## src/rtl/pc8001_video_timing.sv

```systemverilog
// PC-8001 video timing: pixel enable, h/v counters, sync/blank/de,
// NTSC/PAL frame length and RGB expansion to 8 bits per channel.
module pc8001_video_timing #(
  parameter int CLK_DIV      = 4,
  parameter int IN_BITS      = 4,
  parameter int H_ACTIVE     = 640,
  parameter int H_FP         = 16,
  parameter int H_SYNC       = 96,
  parameter int H_BP         = 48,
  parameter int V_ACTIVE     = 200,
  parameter int V_FP         = 16,
  parameter int V_SYNC       = 3,
  parameter int V_TOTAL_NTSC = 262,
  parameter int V_TOTAL_PAL  = 312
) (
  input  logic               clk_sys,
  input  logic               reset,
  input  logic               pal,
  input  logic [IN_BITS-1:0] r_in,
  input  logic [IN_BITS-1:0] g_in,
  input  logic [IN_BITS-1:0] b_in,
  output logic               ce_pix,
  output logic [10:0]        hcnt,
  output logic [9:0]         vcnt,
  output logic               hsync,
  output logic               vsync,
  output logic               hblank,
  output logic               vblank,
  output logic               de,
  output logic [7:0]         vga_r,
  output logic [7:0]         vga_g,
  output logic [7:0]         vga_b,
  output logic               frame_start,
  output logic               pal_active
);

  localparam int H_TOTAL = H_ACTIVE + H_FP + H_SYNC + H_BP;
  localparam int DW      = $clog2(CLK_DIV);

  localparam logic [DW-1:0] DIV_MAX = DW'(CLK_DIV - 1);
  localparam logic [10:0] H_LAST = 11'(H_TOTAL - 1);
  localparam logic [10:0] H_ACT  = 11'(H_ACTIVE);
  localparam logic [10:0] HS_ON  = 11'(H_ACTIVE + H_FP);
  localparam logic [10:0] HS_OFF = 11'(H_ACTIVE + H_FP + H_SYNC);
  localparam logic [9:0]  V_ACT  = 10'(V_ACTIVE);
  localparam logic [9:0]  VS_ON  = 10'(V_ACTIVE + V_FP);
  localparam logic [9:0]  VS_OFF = 10'(V_ACTIVE + V_FP + V_SYNC);
  localparam logic [9:0]  VN_LAST = 10'(V_TOTAL_NTSC - 1);
  localparam logic [9:0]  VP_LAST = 10'(V_TOTAL_PAL - 1);

  logic [DW-1:0] r_div;
  logic [10:0]   r_hcnt;
  logic [9:0]    r_vcnt;
  logic          r_hs, r_vs, r_hb, r_vb, r_de;
  logic [7:0]    r_r, r_g, r_b;
  logic          r_fs, r_pal;

  logic       w_ce, w_h_end, w_v_end;
  logic       w_hb, w_hs, w_vb, w_vs, w_de;
  logic [9:0] w_v_last;

  // MSB-first replication of the narrow channel, truncated to 8 bits
  function automatic logic [7:0] expand(input logic [IN_BITS-1:0] c);
    logic [7:0] e;
    for (int i = 0; i < 8; i++)
      e[7-i] = c[IN_BITS-1-(i%IN_BITS)];
    return e;
  endfunction

  assign w_ce     = (r_div == DIV_MAX);
  assign w_v_last = r_pal ? VP_LAST : VN_LAST;
  assign w_h_end  = (r_hcnt == H_LAST);
  assign w_v_end  = (r_vcnt == w_v_last);
  assign w_hb     = (r_hcnt >= H_ACT);
  assign w_hs     = (r_hcnt >= HS_ON) && (r_hcnt < HS_OFF);
  assign w_vb     = (r_vcnt >= V_ACT);
  assign w_vs     = (r_vcnt >= VS_ON) && (r_vcnt < VS_OFF);
  assign w_de     = ~(w_hb | w_vb);

  always_ff @(posedge clk_sys) begin
    if (reset) begin
      r_div  <= '0;
      r_hcnt <= '0;
      r_vcnt <= '0;
      r_hs   <= 1'b0;
      r_vs   <= 1'b0;
      r_hb   <= 1'b0;
      r_vb   <= 1'b0;
      r_de   <= 1'b0;
      r_r    <= '0;
      r_g    <= '0;
      r_b    <= '0;
      r_fs   <= 1'b0;
      r_pal  <= 1'b0;
    end else begin
      r_div <= w_ce ? '0 : r_div + 1'b1;
      r_fs  <= 1'b0;
      if (w_ce) begin
        r_hs <= w_hs;
        r_vs <= w_vs;
        r_hb <= w_hb;
        r_vb <= w_vb;
        r_de <= w_de;
        r_r  <= w_de ? expand(r_in) : 8'd0;
        r_g  <= w_de ? expand(g_in) : 8'd0;
        r_b  <= w_de ? expand(b_in) : 8'd0;
        r_fs <= (r_hcnt == 11'd0) && (r_vcnt == 10'd0);
        if (w_h_end) begin
          r_hcnt <= '0;
          // mode only switches on the last pixel of a frame
          if (w_v_end) begin
            r_vcnt <= '0;
            r_pal  <= pal;
          end else begin
            r_vcnt <= r_vcnt + 10'd1;
          end
        end else begin
          r_hcnt <= r_hcnt + 11'd1;
        end
      end
    end
  end

  assign ce_pix      = w_ce;
  assign hcnt        = r_hcnt;
  assign vcnt        = r_vcnt;
  assign hsync       = r_hs;
  assign vsync       = r_vs;
  assign hblank      = r_hb;
  assign vblank      = r_vb;
  assign de          = r_de;
  assign vga_r       = r_r;
  assign vga_g       = r_g;
  assign vga_b       = r_b;
  assign frame_start = r_fs;
  assign pal_active  = r_pal;

endmodule

```

## config.mk

```make
export PLATFORM = sky130hd
export DESIGN_NAME = pc8001_video_timing
export DESIGN_NICKNAME = d
export VERILOG_FILES = /design/src/rtl/pc8001_video_timing.sv
export SDC_FILE = /design/constraint.sdc
export NUM_CORES = 1
export LEC_CHECK = 0
export BUFFER_PORTS_ARGS = -buffer_cell sky130_fd_sc_hd__buf_2
export CORE_MARGIN = 1.5
export CORE_UTILIZATION = 49
export CTS_CLUSTER_SIZE = 8
export DETAILED_ROUTE_END_ITERATION = 12
export MAX_ROUTING_LAYER = met4
export PLACE_DENSITY_LB_ADDON = 0.15
export SLEW_MARGIN = 20
export SYNTH_ARGS = -nofsm -noshare
export SYNTH_HDL_FRONTEND = slang
export SYNTH_SLANG_ARGS = --single-unit
```

## constraint.sdc

```tcl
create_clock -name clk_sys -period 2.6 [get_ports clk_sys]
set_clock_uncertainty 0.2 [all_clocks]
set_input_delay 0.26 -clock clk_sys [delete_from_list [all_inputs] [get_ports clk_sys]]
set_output_delay 0.26 -clock clk_sys [all_outputs]
set_load 0.005 [all_outputs]
```

### Word-level counts from Yosys, hierarchy flattened

Cells that the tools add are included.

* add/subtract/negate cells: 3
* multipliers: 0
* div/mod/pow operators: 0
* $lt $le $gt $ge: 6
* equal/unequal tests: 3
* shift-type cells: 0
* mux-type cells: 6
* bitwise gates (word level): 3
* reduce and logical (&&, ||, !) cells: 9

Operators by type and width (number)
* 2-to-1 mux 8 bit: 3
* greater-or-equal comparator 11 x 10 -> 1 bit (second input constant): 2
* greater-or-equal comparator 10 x 8 -> 1 bit (second input constant): 2
* adder 11 x 1 -> 11 bit (second input constant): 1
* equality test 11 x 10 -> 1 bit (second input constant): 1
* logical NOT 11 bit: 1
* < comparator 11 x 10 -> 1 bit (second input constant): 1
* 2-to-1 mux 11 bit: 1
* adder 10 x 1 -> 10 bit (second input constant): 1
* equality test 10 x 9 -> 1 bit: 1
* logical NOT 10 bit: 1
* < comparator 10 x 8 -> 1 bit (second input constant): 1
* 2-to-1 mux 10 bit: 1
* 2-to-1 mux 6 bit: 1
* OR reduction 2 bit: 2
* logical AND 1 bit: 3
* AND reduction 3 bit: 1
* adder 2 x 1 -> 2 bit (second input constant): 1
* equality test 2 bit (second input constant): 1
* inverter 1 bit: 2
* AND reduction 2 bit: 1
* OR 1 bit: 1

* register bits after elaboration: 54
* bits in latches: 0
* RAM bits: 0
* bits in read-only memories: 0
* output and inout port bits: 53
* word-level logic and storage cells: 43
* memories: 0

### Depth between registers and ports, before layout

Gate-level depths: netlist (run 1).

* depth after elaboration: 3
* gate-level depth with buffers: 7
* mapped depth without buffers: 6

### Worst setup path before layout (run 1)

OpenSTA, ideal clock, no wires.

* kind: register -> register
* start point: register r_hcnt[5], in the netlist hcnt[5]
* end point: register r_vcnt[9], in the netlist vcnt[9]
* setup time: 0.067 ns
* arrival: 2.120 ns
* slack: 0.213 ns
* cell stages (with the launch flop): 7
* cell sequence: dfxtp_1 -> buf_6 -> or4_4 -> buf_6 -> or4_4 -> or3_1 -> a21oi_2

* cells in the longest elaborated chain, start to end: 2

RTL lines
* start, declared: line 52 `logic [10:0] r_hcnt;`
* start signal, assigned: line 118 `r_hcnt <= r_hcnt + 11'd1;`
* equality test 11 x 10 -> 1 bit: line 72 `assign w_h_end = (r_hcnt == H_LAST);`
* AND reduction 2 bit (no line)
* end signal, assigned: line 115 `r_vcnt <= r_vcnt + 10'd1;`
* end, declared: line 53 `logic [9:0] r_vcnt;`

No other way between the ends.
A chain may end at the register's enable or synchronous reset.

### Worst setup path in the final report (run 1)

Ends and elaborated chain as after synthesis.

==> flow_summary.yaml, run 1 <==
power:
  p_leak_nw: 1.08
  vdd_drop_max_uv: 353
  finalPower_mw: 1.21
  cellPowerDensity_nw_per_um2: 494
yosys:
  syn_inst: 224
  synth_top_area_share_pct: 42.9
  postSynthAreaPerCell_um2: 8.75
  synth_flop_cell: "dfxtp_1"
  yosysWarnings: 0
  ys_top_cells_by_count: "42 x dfxtp_1, 20 x nor2_1, 13 x nand2_1"
  synth_edf_count: 0
  yosysMostFrequentCell: "dfxtp_1"
  synth_nets: 244
  yosys.area.top_type: "dfxtp_1"
  synth_area_um2: 1960
  ys_seq_area_share_pct: 42.9
  synth-seq-cells: 42
  synthTopCellsByArea: "dfxtp_1 43%, a22o_1 5.4%, buf_4 4.6%"
  synthDistinctLibCells: 36
  async_flop_share_pct: 0
worst_setup_path:
  critPathLaunchType: "flip-flop"
  path_delay_family: "simple AND/OR/NAND/NOR gates"
  crit_path_frequent_cell: "or4_4"
  worst-r2r-cell-count: 4
  cp_slowest_stage_delay_ns: 0.61
  timing.critical_path.buf_inv: 0
  cp_slowest_cell: "or4_4"
  r2r_slack_ns: 0.25
  crit_path_max_fanout: 9
  cp_num_cells: 4
  cp.arrival_ns: 2.38
  cp_cell_sequence: "or4_4 -> or4_4 -> or3_1 -> a21oi_2"
  end_kind: "flip-flop"
  critical_path_required_ns: 2.63
  path_class: "reg2reg"
timing:
  fin_crit_sh_pct: 90.4
  drv_slew: 0
  hold_violations: 0
  worst_slew_pin_slew_ns: 0.923
  period_minus_slack_ns: 2.35
  rsz0062_at_grt: "no"
  fmax_mhz: 425
  holdWs_ns: 0.0797
  finalSetupViolations: 0
  final.setup.tns_ns: 0
  max-slew-margin-rel_pct: 38.2
drt:
  ant_nets: 0
  wl_met1_um: 2100
  num_vias: 1800
  drtIter0Drc: 116
  dr.pass1.iters: 4
  topRoutingLayerUsed: "met4"
  drcViolationCount: 0
  dr_wl_met3_um: 264
  drt-vias-per-instance: 5.31
  met2_length_um: 1930
  drt-total-wl_um: 4330
  wl_per_cell_um: 12.8
clocking:
  clock-sinks: 42
  path_clk_slew_ns: 0.09
  ctsResizeCount: 0
  cts_max_path_buffers: 2
  cts_tree: "yes"
  cts-root-buf: "clkbuf_8"
  cts_buffers: 5
  clk-insertion-delay-late_ns: 0.29
  ctsHoldBuffers: 12
  postCtsSetupRepairBufs: 0
  cts.htree.levels: 2
layout:
  final_cells: 339
  nets: 310
  n_antenna_cell: 0
  multi_input_area_um2: 942
  register_area_um2: 841
  drive_above_1_share_pct: 30.2
  num-fill-cells: 329
  post-route-cell-area_um2: 2460
  area_delta_synth_final_pct: 25.3
die:
  die_y_um: 66.3
  dieArea_um2: 4390
  die_w_um: 66.3
  start_util_pct: 52.4
  rows: 22
  core_area_um2: 3740
  io_pins: 68
min_path:
  hp-class: "in2reg"
  min_path_cells: 4
placement:
  dpl.cell_count: 319
  gp_congestion: 0.841
  dpl_cell_area_um2: 2240
  port-buffer-count: 67
  dp_hpwl_um: 3030
global_routing:
  overflow: 0
  grt_pass1_vias: 1532
  grt_usage_pct: 20.7
  grt_start_max_net_pins: 18
  antenna_found_initial: 0
  grt_pass1_wl_um: 6980
outcome:
  status: "finished clean"
job:
  drv_cap: 0
[metrics by stage]
step	worst slack [ns]	util [%]
2_1_floorplan	0.213	-
3_3_place_gp	0.304	59.9
3_5_place_dp	0.280	59.9
4_1_cts	0.254	65.6
5_1_grt	0.174	65.6
6_report	0.249	65.6
[power by group]
part | total, mW | switching, mW | internal, mW
combinational | 0.103 | 0.0471 | 0.0562
sequential | 0.674 | 0.0133 | 0.661
clock | 0.436 | 0.242 | 0.194
[area by class of cell]
class                      count  area share, %
sequential                    42           34.2
clock buffer                   5           2.80
inverter                       9           1.38
clock inverter                 3           1.02
tap                           48           2.45
timing repair buffer          83           19.8
multi-input combinational    149           38.4
[logic make-up (layout without fill, tap and decap cells)]
kind of cell | count (synthesis) | count (layout) | share of synthesized area [%]
fa+ha+maj | 5 | 5 | 3.19
simple gates | 92 | 92 | 25.0
mux | 1 | 1 | 0.511
flops | 42 | 42 | 42.9
xor+xnor | 10 | 10 | 4.47
buf+inv | 33 | 100 | 9.38
compound gates | 41 | 41 | 14.6
[registers in the layout, summed over array words and instances (netlist names), 2 cells and up]
signal,cells
vga_b,4
r_div,2
vcnt,10
vga_r,4
vga_g,4
hcnt,11
[per-layer routing]
metal  vias up  track usage, %
met3         4            4.94
met5         -               -
met2        62            30.6
met4         0            6.12
li1        924               -
met1       810            28.1
[path summary, 6_finish.rpt]
kind              startpoint          to
setup / recovery     hcnt[5]     vcnt[9]
hold / removal           pal  pal_active
setup reg to reg     hcnt[5]     vcnt[9]
hold reg to reg     r_div[0]    r_div[0]
[worst reg2reg max path: cells and delay by family, from the launching register on]
family | cells | cell delay (ns)
AO/OA/AOI/OAI | 1 | 0.13
flip-flops | 1 | 0.39
AND/OR/NAND/NOR | 3 | 1.56
[placed cells by master (no fill, tap or decap), drive strengths merged, types with 2 or more instances in the layout]
master / Yosys / final
buf: 14 / 71
xor2: 3 / 3
o21ai: 8 / 8
nand2: 13 / 13
nand4: 8 / 8
clkbuf: 10 / 5
a311oi: 2 / 2
and3: 2 / 2
o211ai: 2 / 2
ha: 5 / 5
inv: 9 / 10
o21bai: 2 / 2
nor3: 11 / 11
a21oi: 11 / 11
dlygate4sd3: 0 / 12
nand2b: 4 / 4
a22o: 12 / 12
nand3: 12 / 12
dfxtp: 42 / 42
or3: 10 / 10
nor4: 4 / 4
xnor2: 7 / 7
nor2: 20 / 20
or4: 5 / 5
No activity file was read; power rests on OpenSTA's default activity.
==> inputs of run 2 (changes only) <==
Settings changed: CORE_MARGIN 1.5 to unset, TNS_END_PERCENT set to 100.
Clock period 2.6 ns to 2.7 ns, I/O delays scaled along.
==> run 2 against run 1 <==
Register-to-register slack lost 0.05 ns. Non-clock buffer count grew 2. Combinational power grew 4%. Total power shrank 2.9%. Largest cell class unchanged. Flip-flop and latch count is the same. Highest routed layer unchanged. Largest power group unchanged.
==> flow_summary.yaml, run 2 (synthesized netlist as in run 1, its figures left out) <==
worst_setup_path:
  end_kind: "flip-flop"
  worst-r2r-cell-count: 4
  critPathLaunchType: "flip-flop"
  cp.arrival_ns: 2.47
  critical_path_required_ns: 2.67
  r2r_slack_ns: 0.20
  worstSetupStartpoint: "hcnt[5]"
  cp_cell_sequence: "or4_4 -> or4_4 -> o21bai_1 -> nor2_1"
  cp_slowest_cell: "or4_4"
  timing.critical_path.buf_inv: 0
  path_delay_family: "simple AND/OR/NAND/NOR gates"
  crit_path_frequent_cell: "or4_4"
  crit_path_max_fanout: 9
  path_class: "reg2reg"
  r2r-end: "vcnt[1]"
  cp_slowest_stage_delay_ns: 0.62
  rr_startpoint: "hcnt[5]"
power:
  swShare_pct: 23.7
  comb_power_share_pct: 9.1
  p_int_uw: 899
  p_leak_nw: 1.09
  pwr-share-clk_pct: 36.0
  cellPowerDensity_nw_per_um2: 477
  finalPower_mw: 1.18
  vdd_drop_max_uv: 236
  p_sw_uw: 280
  pwr-share-seq_pct: 54.9
global_routing:
  grt_pass1_wl_um: 7620
  overflow: 0
  grt_usage_pct: 23.6
  grt_start_max_net_pins: 18
  grt_pass1_vias: 1636
  antenna_found_initial: 0
clocking:
  cts.htree.levels: 2
  clock-sinks: 42
  cts_max_path_buffers: 2
  ctsResizeCount: 0
  clk-insertion-delay-late_ns: 0.29
  postCtsSetupRepairBufs: 0
  cts_tree: "yes"
  path_clk_slew_ns: 0.08
  cts-root-buf: "clkbuf_8"
  cts_buffers: 5
placement:
  dp_hpwl_um: 3140
  port-buffer-count: 67
  gp_congestion: 0.863
min_path:
  hold_start: "pal"
  min_path_cells: 4
  hp-class: "in2reg"
  min_to: "pal_active"
timing:
  worst_slew_pin_slew_ns: 0.552
  final.setup.tns_ns: 0
  max-slew-margin-rel_pct: 63.1
  finalSetupViolations: 0
  drv_slew: 0
  rsz0062_at_grt: "no"
  fin_crit_sh_pct: 92.6
  holdWs_ns: 0.0912
  period_minus_slack_ns: 2.50
  fmax_mhz: 400
  hold_violations: 0
layout:
  num-fill-cells: 328
  final_cell_mix: "67 x buf_2, 42 x dfxtp_1, 20 x nor2_1"
  largest_register_ffs: 11
  drive_above_1_share_pct: 30.7
  fin_util_pct: 66.0
  register_area_um2: 841
  multi_input_area_um2: 942
  area_delta_synth_final_pct: 26.1
  n_antenna_cell: 0
  final_common_cell: "buf_2"
  nets: 312
outcome:
  status: "finished clean"
drt:
  ant_nets: 0
  drt-vias-per-instance: 5.48
  dr.pass1.iters: 4
  drcViolationCount: 0
  drtIter0Drc: 82
  wl_per_cell_um: 13.6
  drt-total-wl_um: 4630
  num_vias: 1867
die:
  dieArea_um2: 4260
  die_w_um: 65.3
  rows: 22
  core_area_um2: 3740
  die_y_um: 65.3
  io_pins: 68
  start_util_pct: 52.4
job:
  drv_cap: 0
run 2: cell types whose count changed in the layout (fill, tap and decap cells not counted):
cell	change
clkinv_2	+1
clkinv_4	-1
buf_4	+2
clkbuf_8	+1
inv_6	-1
run 2: how the worst max path moves through the flow:
stage | depth (start not counted) | end | slack, ns
6_report | 4 | vcnt[1] | 0.20
5_1_grt | 4 | vcnt[8] | 0.12
4_1_cts | 4 | vcnt[1] | 0.23
3_5_place_dp | 4 | vcnt[1] | 0.24
3_3_place_gp | 4 | vcnt[1] | 0.30
2_1_floorplan | 6 | vcnt[9] | 0.31
run 2: area by class of cell:
type                       count  area share (%)
inverter                       9            1.37
sequential                    42            34.0
timing repair buffer          85            20.2
multi-input combinational    149            38.1
clock inverter                 2           0.506
clock buffer                   6            3.34
tap                           48            2.43
run 2: power by group through the flow:
stage / Clock, mW / Combinational [mW] / Sequential (mW)
after floorplan: 0 / 0.0563 / 0.662
after global placement: 0 / 0.0926 / 0.661
after detailed placement: 0 / 0.0930 / 0.661
after CTS: 0.431 / 0.107 / 0.647
after global routing: 0.460 / 0.120 / 0.649
final: 0.424 / 0.107 / 0.647
run 2: metrics by stage:
stage               cells  cell area [um2]  setup WS, ns
finish                341             2470         0.199
global route          341             2470         0.117
floorplan             224             1960         0.313
detailed placement    321             2260         0.241
global placement      321             2260         0.302
CTS                   341             2470         0.227
run 2: per-layer routing:
layer  GRT usage (%)  share of wire, %
met2            36.1                46
met3            6.08               5.6
met5               -                 0
met4            5.71              0.84
met1            31.1                48
run 2: worst register-to-register path, cell delays in order (launching register included):
cell and delay, ns:
dfxtp_1 0.40, or4_4 0.62, or4_4 0.58, o21bai_1 0.48, nor2_1 0.10
run 2: repair_timing:
| action | in CTS | in global routing |
|---|---|---|
| hold buffers | 12 | 0 |
| endpoints found under the hold margin | 12 | 0 |
| setup endpoints to repair | 0 | 0 |
